## src/rtl/inst_fetcher.sv

```systemverilog
// inst_fetcher: instruction fetch front end.
// Walks the PC and reads each 32-bit instruction from a byte-wide registered RAM as four
// little-endian byte reads. Completed words are buffered with their PC in a small queue,
// and decode pops them through a valid/ready handshake.
//
// Ports:
//   clk_in      system clock, rising edge
//   rst_in      asynchronous active-low reset
//   rdy_in      global ready; low pauses the block with all state held
//   mem_din     RAM read data; reflects mem_a from the previous cycle
//   mem_a       RAM byte address
//   mem_wr      RAM write enable; always 0
//   jump_en     redirect request: flush the queue and reload the PC
//   jump_pc     redirect target; bits [1:0] are ignored
//   inst_valid  queue head valid
//   inst_ready  decode accepts the head this cycle
//   inst        head instruction word
//   inst_pc     head instruction PC
module inst_fetcher #(
    parameter int unsigned ADDR_WIDTH  = 17,
    parameter logic [31:0] RESET_PC    = 32'h0,
    parameter int unsigned QUEUE_DEPTH = 4
) (
    input  logic                  clk_in,
    input  logic                  rst_in,
    input  logic                  rdy_in,
    input  logic [7:0]            mem_din,
    output logic [ADDR_WIDTH-1:0] mem_a,
    output logic                  mem_wr,
    input  logic                  jump_en,
    input  logic [31:0]           jump_pc,
    output logic                  inst_valid,
    input  logic                  inst_ready,
    output logic [31:0]           inst,
    output logic [31:0]           inst_pc
);

    localparam int unsigned PtrW = (QUEUE_DEPTH > 1) ? $clog2(QUEUE_DEPTH) : 1;
    localparam int unsigned CntW = PtrW + 1;

    // Bk: byte k of the current word has been addressed and is waiting to be captured.
    typedef enum logic [2:0] {StIdle, StB0, StB1, StB2, StB3} state_e;

    state_e          state_q, state_d;
    logic [31:0]     fetch_pc_q, fetch_pc_d;
    logic [23:0]     word_q, word_d;
    logic [PtrW-1:0] head_q, head_d, tail_q, tail_d;
    logic [CntW-1:0] count_q, count_d;

    logic [31:0] q_inst [QUEUE_DEPTH];
    logic [31:0] q_pc   [QUEUE_DEPTH];

    logic        push, pop, flush, start_ok;
    logic [CntW:0] occupancy;
    logic [2:0]  byte_off;

    logic unused_jump_lsb;
    assign unused_jump_lsb = ^jump_pc[1:0];

    assign mem_wr = 1'b0;

    // Handshake and gating. A redirect overrides both push and pop.
    always_comb begin
        flush = rdy_in && jump_en;
        pop   = rdy_in && !jump_en && (count_q != '0) && inst_ready;
        push  = rdy_in && !jump_en && (state_q == StB3);
        // The word being completed this edge still needs a slot; a same-cycle pop frees one.
        occupancy = {1'b0, count_q}
                  + (CntW + 1)'((state_q == StB3) ? 1 : 0)
                  - (CntW + 1)'(pop ? 1 : 0);
        start_ok  = occupancy < (CntW + 1)'(QUEUE_DEPTH);
    end

    // Address generation. While running, the byte after the pending one is issued so reads
    // pipeline with the registered RAM; while paused the pending byte's address is held so
    // mem_din still carries it when the block resumes.
    always_comb begin
        byte_off = 3'd0;
        unique case (state_q)
            StIdle:  byte_off = 3'd0;
            StB0:    byte_off = 3'd0;
            StB1:    byte_off = 3'd1;
            StB2:    byte_off = 3'd2;
            StB3:    byte_off = 3'd3;
            default: byte_off = 3'd0;
        endcase
        if (rdy_in && (state_q != StIdle)) begin
            byte_off = byte_off + 3'd1;
        end
        mem_a = fetch_pc_q[ADDR_WIDTH-1:0] + ADDR_WIDTH'(byte_off);
    end

    // Next-state logic for the byte FSM, PC, word assembly and queue pointers.
    always_comb begin
        state_d    = state_q;
        fetch_pc_d = fetch_pc_q;
        word_d     = word_q;
        head_d     = head_q;
        tail_d     = tail_q;
        count_d    = count_q;

        if (flush) begin
            state_d    = StIdle;
            fetch_pc_d = {jump_pc[31:2], 2'b00};
            head_d     = '0;
            tail_d     = '0;
            count_d    = '0;
        end else if (rdy_in) begin
            unique case (state_q)
                StIdle: begin
                    if (start_ok) state_d = StB0;
                end
                StB0: begin
                    word_d[7:0] = mem_din;
                    state_d     = StB1;
                end
                StB1: begin
                    word_d[15:8] = mem_din;
                    state_d      = StB2;
                end
                StB2: begin
                    word_d[23:16] = mem_din;
                    state_d       = StB3;
                end
                StB3: begin
                    fetch_pc_d = fetch_pc_q + 32'd4;
                    state_d    = start_ok ? StB0 : StIdle;
                end
                default: state_d = StIdle;
            endcase
            if (push) tail_d = tail_q + PtrW'(1);
            if (pop)  head_d = head_q + PtrW'(1);
            count_d = count_q + CntW'(push ? 1 : 0) - CntW'(pop ? 1 : 0);
        end
    end

    always_ff @(posedge clk_in or negedge rst_in) begin
        if (!rst_in) begin
            state_q    <= StIdle;
            fetch_pc_q <= RESET_PC;
            word_q     <= '0;
            head_q     <= '0;
            tail_q     <= '0;
            count_q    <= '0;
        end else begin
            state_q    <= state_d;
            fetch_pc_q <= fetch_pc_d;
            word_q     <= word_d;
            head_q     <= head_d;
            tail_q     <= tail_d;
            count_q    <= count_d;
        end
    end

    // Queue storage needs no reset: entries are only visible while counted.
    always_ff @(posedge clk_in) begin
        if (push) begin
            q_inst[tail_q] <= {mem_din, word_q};
            q_pc[tail_q]   <= fetch_pc_q;
        end
    end

    always_comb begin
        inst_valid = (count_q != '0);
        inst       = inst_valid ? q_inst[head_q] : 32'h0;
        inst_pc    = inst_valid ? q_pc[head_q]   : 32'h0;
    end

endmodule

```

## config.mk

```make
export PLATFORM = sky130hd
export DESIGN_NAME = inst_fetcher
export DESIGN_NICKNAME = d
export VERILOG_FILES = /design/src/rtl/inst_fetcher.sv
export SDC_FILE = /design/constraint.sdc
export NUM_CORES = 1
export LEC_CHECK = 0
export ABC_AREA = 1
export CAP_MARGIN = 20
export CORE_UTILIZATION = 57
export DETAILED_ROUTE_END_ITERATION = 10
export PLACE_DENSITY = 0.79
export SLEW_MARGIN = 0
export SYNTH_ARGS = -nofsm -noshare
export SYNTH_HDL_FRONTEND = slang
export SYNTH_SLANG_ARGS = --single-unit
```

## constraint.sdc

```tcl
create_clock -name clk_in -period 4.5 [get_ports clk_in]
set_input_delay 1.125 -clock clk_in [delete_from_list [all_inputs] [get_ports clk_in]]
set_output_delay 1.125 -clock clk_in [all_outputs]
set_load 0.005 [all_outputs]
```

==> results of run 1 <==
cell usage in the layout, fill, tap and decap left out, types with 6 or more instances in the layout:
master,n
clkbuf_1,6
clkdlybuf4s50_1,120
nor2_4,8
a21oi_1,68
clkinv_2,11
nand2_1,200
dfrtp_1,62
edfxtp_1,248
ha_1,9
nor2_1,315
clkbuf_16,31
xor2_1,10
nand4_1,7
o21ai_0,168
buf_4,21
inv_2,9
nand3_1,54
nor2_2,10
nand2_2,6
buf_12,6
inv_1,53
synthesized netlist by cell type, drive strengths merged:
cell type,n
o211ai,4
buf,32
a21oi,68
nor2,333
dfrtp,64
nand3,57
xnor2,3
o21ai,171
fa,1
nand2,206
xor2,10
a31oi,2
nor3,5
ha,10
conb,1
nand4,8
o22ai,1
edfxtp,248
nand3b,2
clkbuf,32
inv,62
o221ai,1
cell families (layout without fill, tap and decap cells):
logic type / Yosys count / count (layout) / share of synthesized area, %
simple gates: 611 / 611 / 18.4
flops: 312 / 312 / 66.6
compound gates: 247 / 247 / 9.23
buf+inv: 126 / 268 / 3.87
xor+xnor: 13 / 13 / 0.838
fa+ha+maj: 11 / 11 / 1.07
other cells: 1 / 3 / 0.0276
sequential cells by signal (all words and copies together) (netlist names):
register    count
word_q         24
q_inst        128
fetch_pc_q     30
state_q         3
count_q         3
head_q          2
tail_q          2
q_pc          120
path summary, 6_finish.rpt:
path | start | endpoint | slack (ns)
max | rdy_in | mem_a[16] | 0.13
min | rst_in | fetch_pc_q[26]$_DFFE_PN0P_ | 0.42
max reg2reg | state_q[0]$_DFFE_PN0P_ | count_q[2]$_DFFE_PN0P_ | 2.18
min reg2reg | word_q[14]$_DFFE_PN0P_ | q_inst[3][14]$_DFFE_PP_ | 0.52
max in group asynchronous | rst_in | word_q[20]$_DFFE_PN0P_ | 3.23
min in group clk_in | word_q[14]$_DFFE_PN0P_ | q_inst[3][14]$_DFFE_PP_ | 0.52
layout make-up:
type	count	area [µm²]	share of cell area, %
sequential	312	9050	55.9
clock inverter	19	145	0.896
tap	319	399	2.46
multi-input combinational	885	4060	25.1
clock buffer	38	812	5.01
timing repair buffer	149	1500	9.24
inverter	62	233	1.44
per-layer routing:
metal	vias to the layer above	global-route usage (%)
li1	4728	-
met1	4669	35.7
met2	424	46.0
met3	65	3.85
met4	0	9.38
met5	-	0
power by group:
part / total, mW / leakage, nW / internal [mW] / switching [mW]
Sequential: 3.81 / 3.06 / 3.47 / 0.342
Clock: 2.43 / 0.474 / 1.39 / 1.04
Combinational: 1.63 / 2.41 / 0.713 / 0.917
worst max-delay path: stages:
cell             delay (ns)
clkdlybuf4s50_1        0.49
nand3_2                0.11
inv_2                  0.10
ha_2                   0.19
nand2_2                0.10
nor2_2                 0.17
nand3_1                0.14
nor2_1                 0.15
xor2_1                 0.16
clkdlybuf4s50_1        0.52
stage by stage:
step / power, mW / hold WS [ns] / area, µm²
floorplan: 4.65 / 0.471 / 13600
global placement: 5.40 / 0.491 / 15200
detailed placement: 5.48 / 0.499 / 15200
CTS: 7.88 / 0.512 / 16200
global route: 8.23 / 0.424 / 16200
finish: 7.87 / 0.424 / 16200
==> flow_summary.yaml, run 1 <==
power:
  power_density_nw_per_um2: 486
  p_leak_nw: 5.94
  irDropWorstVdd_v: 0.000232
drt:
  top_layer: "met4"
  wl_met2_um: 15900
  routed_wl_um: 32000
  met3_length_um: 2340
  drt_iter0_markers: 975
  drc: 0
  wl_met1_um: 12900
  drt_pass1_iterations: 6
  num_vias: 9886
  routedWlPerCell_um: 17.9
  ant_nets: 0
  vias_per_cell: 5.54
die:
  boundaryPins: 128
  die_h_um: 156
  initial_utilization_pct: 58.1
  rows: 56
  die_w_um: 156
  core_area_um2: 23400
  dieArea_um2: 24500
timing:
  fin_setup_tns_ns: 0
  fin_ws_ns: 0.127
  slew_violations: 0
  hold_viol: 0
  period_minus_slack_ns: 4.37
  worst_pin_slew_ns: 0.632
  period_share_pct: 97.2
  finalClockSkew_ns: 0.00969
  fmax_mhz: 229
  finalSetupViolations: 0
  maxSlewHeadroom_pct: 57.9
status:
  run_status: "finished, final reports clean"
clocking:
  clockRootBuffer: "clkbuf_16"
  clk_path_buf_depth: 3
  cts_tree: "built"
  htreeDepth: 1
  hold_buffers: 0
  cts_setup_buffers: 0
  ctsResizeCount: 0
  clkLatencyLatePin_ns: 0.55
  clkTransAtPathRegs_ns: 0.06
  clock_sinks: 312
  numCtsBuffers: 31
grt:
  grt_max_degree: 126
  overflow: 0
  grt_pass1_vias: 9651
  grtUsageTotal_pct: 27.0
  antenna_found_initial: 0
  grt_first_pass_wirelength_um: 50800
final_layout:
  antenna_cells: 0
  utilization_pct: 69.2
  final_nets: 1497
  area_growth_pct: 19.2
  nFillCells: 1713
  drive_gt1_share_pct: 7.92
  stdcell_count: 1784
setup_path:
  start_kind: "primary input"
  arrival_ns: 3.25
  crit_type: "in2out"
  worstRegToRegCells: 11
  end_kind: "output port"
  required_ns: 3.38
  cp_max_fo: 3
synth:
  synthTopCellsByArea: "edfxtp_1 55%, dfrtp_1 12%, nor2_1 8.9%, o21ai_0 6.2%, nand2_1 5.6%"
  synth_top_area_share_pct: 54.8
  syn_area_um2: 13600
  yosysTopAreaCell: "edfxtp_1"
  synth.distinct_cells: 33
  yosysSeqAreaShare_pct: 66.6
  ys_ff_latch: 312
  syn_avg_cell_area_um2: 10.3
  synthCells: 1321
  ys_warn_count: 0
place:
  post-dp-hpwl_um: 19400
  pre_cts_ws_ns: 0.0536
  portBuffers: 122
  place_inst: 1726
  place_congestion: 0.914
flow_run:
  cap_violations: 0
min_path:
  hp-class: "in2async"
(Power assumes the default switching activity.)
==> run 2, diff against run 1 <==
ABC_AREA = default   (was 1)
PLACE_DENSITY = 0.8   (was 0.79)
==> run 2 against run 1 <==
Effect of this change: global-route usage fell by 4.0 points; register-to-register slack got worse by 0.49 ns; sequential share of layout area rose by 1.1 points; critical path type unchanged; highest routed layer unchanged.
==> flow_summary.yaml, run 2 <==
flow_run:
  cap_violations: 0
drt:
  num_vias: 7465
  drt_iter0_markers: 547
  drt_pass1_iterations: 5
  drc: 0
  vias_per_cell: 5.96
  ant_nets: 0
  routedWlPerCell_um: 21.2
  routed_wl_um: 26500
power:
  irDropWorstVdd_v: 0.000334
  switching_share_pct: 24.5
  p_clk_share_pct: 32.9
  seqPwrFrac_pct: 49.7
  power.switching_mw: 1.86
  p_leak_nw: 5.45
  p_int_mw: 5.75
  comb_power_share_pct: 17.4
  report.power.total_mw: 7.61
  power_density_nw_per_um2: 479
setup_path:
  start_kind: "primary input"
  cp_max_fo: 5
  reg2reg_slack_ns: 1.69
  arrival_ns: 3.20
  crit_type: "in2out"
  end_kind: "output port"
  r2r_end: "state_q[0]$_DFFE_PN0P_"
  worstReg2RegStart: "count_q[0]$_DFFE_PN0P_"
  crit_end: "mem_a[13]"
  required_ns: 3.38
  worstRegToRegCells: 10
  startpoint: "rdy_in"
timing:
  finalClockSkew_ns: 0.0126
  period_share_pct: 96.2
  slew_violations: 0
  worst_pin_slew_ns: 0.901
  fmax_mhz: 231
  hold_viol: 0
  rsz0062_at_grt: "false"
  period_minus_slack_ns: 4.33
  fin_setup_tns_ns: 0
  maxSlewHeadroom_pct: 39.9
  finalSetupViolations: 0
  holdWs_ns: 0.413
clocking:
  clk_path_buf_depth: 3
  htreeDepth: 1
  hold_buffers: 0
  clock_sinks: 312
  cts_tree: "built"
  clkTransAtPathRegs_ns: 0.07
  clockRootBuffer: "clkbuf_16"
  numCtsBuffers: 29
  clkLatencyLatePin_ns: 0.54
synth:
  syn_area_um2: 13200
  async_reset_ff_share_pct: 20.5
  synth.distinct_cells: 55
  synthCells: 811
  yosysTopAreaCell: "edfxtp_1"
  yosysMostFrequentCell: "edfxtp_1"
  ys_ff_latch: 312
  synth_top_area_share_pct: 56.4
  ys_top_cells_by_count: "248 x edfxtp_1, 69 x and2_1, 64 x dfrtp_1"
  yosysSeqAreaShare_pct: 68.6
  synth_edf_count: 248
  synthTopCellsByArea: "edfxtp_1 56%, dfrtp_1 12%, mux4_2 11%, and2_1 3.3%, mux2_2 2.0%"
  ys_warn_count: 0
  synth_ff_type: "edfxtp_1"
  syn_avg_cell_area_um2: 16.3
die:
  initial_utilization_pct: 58.3
  boundaryPins: 128
  die_w_um: 154
  core_area_um2: 22600
  die_h_um: 154
  rows: 55
  dieArea_um2: 23800
final_layout:
  mostFrequentLayoutCells: "248 x edfxtp_1, 115 x clkdlybuf4s50_1, 65 x and2_1"
  area_growth_pct: 20.3
  utilization_pct: 70.1
  final_nets: 1001
  final_common_cell: "edfxtp_1"
  top_register: "q_inst"
  drive_gt1_share_pct: 18.7
  stdcell_count: 1253
  antenna_cells: 0
  reg_top3: "q_inst x128, q_pc x120, fetch_pc_q x30"
  largest_reg_flops: 128
grt:
  overflow: 0
  grt_pass1_vias: 7501
  grt_max_degree: 66
  antenna_found_initial: 0
  grt_first_pass_wirelength_um: 41700
  grtUsageTotal_pct: 23.0
min_path:
  hp-class: "in2async"
place:
  post-dp-hpwl_um: 16400
  place_congestion: 0.873
  portBuffers: 122
  place_inst: 1195
status:
  run_status: "finished, final reports clean"
-- run 2: cells by family after synthesis --
family	after synthesis	share of synthesized area, %
buffers and inverters	73	2.42
and+or+nand+nor	214	9.14
DFF	312	68.6
muxes	86	12.6
AOI/OAI and AO/OA	83	4.03
other	1	0.0284
adders and majority gates	11	1.10
xor gates and xnor gates	31	2.06
-- run 2: worst min-delay path by stage --
| stage | start | endpoint | cells after the start |
|---|---|---|---|
| after floorplan | word_q[10]$_DFFE_PN0P_ | q_inst[0][10]$_DFFE_PP_ | 0 |
| after global placement | word_q[13]$_DFFE_PN0P_ | q_inst[1][13]$_DFFE_PP_ | 0 |
| after detailed placement | word_q[12]$_DFFE_PN0P_ | q_inst[1][12]$_DFFE_PP_ | 0 |
| after CTS | word_q[20]$_DFFE_PN0P_ | q_inst[1][20]$_DFFE_PP_ | 0 |
| after global routing | rst_in | fetch_pc_q[18]$_DFFE_PN0P_ | 1 |
| final | rst_in | fetch_pc_q[18]$_DFFE_PN0P_ | 1 |
-- run 2: cell type report --
type	count	area, µm²
flip-flops and latches	312	9050
fillers	1432	6770
multi-input cells	428	3860
repair buffers	153	1540
clock buffers	45	836
well taps	285	357
clock inverters	9	154
inverters	21	78.8
-- run 2: what timing repair did --
action | CTS | global route
gates cloned | 0 | 0
pin swaps | 1 | 1
setup endpoints to repair | 6 | 5
buffers inserted | 1 | 1
gates resized for setup | 6 | 7
-- run 2: routing by layer --
layer  global-route usage, %  up-vias  wire length (µm)
li1                        -     3367                 -
met1                    32.7     3745             11200
met2                    37.3      298             12900
met3                    3.47       55              1790
met4                    6.90        0               592
met5                       0        -                 0
-- run 2: stage by stage --
step	cell area, µm²	setup slack [ns]
4_1_cts	15800	-0.0255
3_5_place_dp	14800	-0.230
3_3_place_gp	14800	-0.144
5_1_grt	15900	0.0599
6_report	15900	0.171
2_1_floorplan	13200	0.545
-- run 2: worst max-delay path: stages --
cell and delay (ns):
clkdlybuf4s50_1 0.49, nand4bb_1 0.15, inv_2 0.12, ha_1 0.18, and3_4 0.23, nand3_1 0.08
nor2_1 0.13, xor2_1 0.15, clkdlybuf4s50_1 0.54
-- run 2: power groups by stage --
stage / Sequential [mW] / Clock, mW / Combinational [mW]
floorplan: 3.64 / 0 / 1.01
CTS: 3.79 / 2.54 / 1.34
global placement: 3.83 / 0 / 1.30
global route: 3.83 / 2.65 / 1.44
finish: 3.79 / 2.50 / 1.32
detailed placement: 3.85 / 0 / 1.33
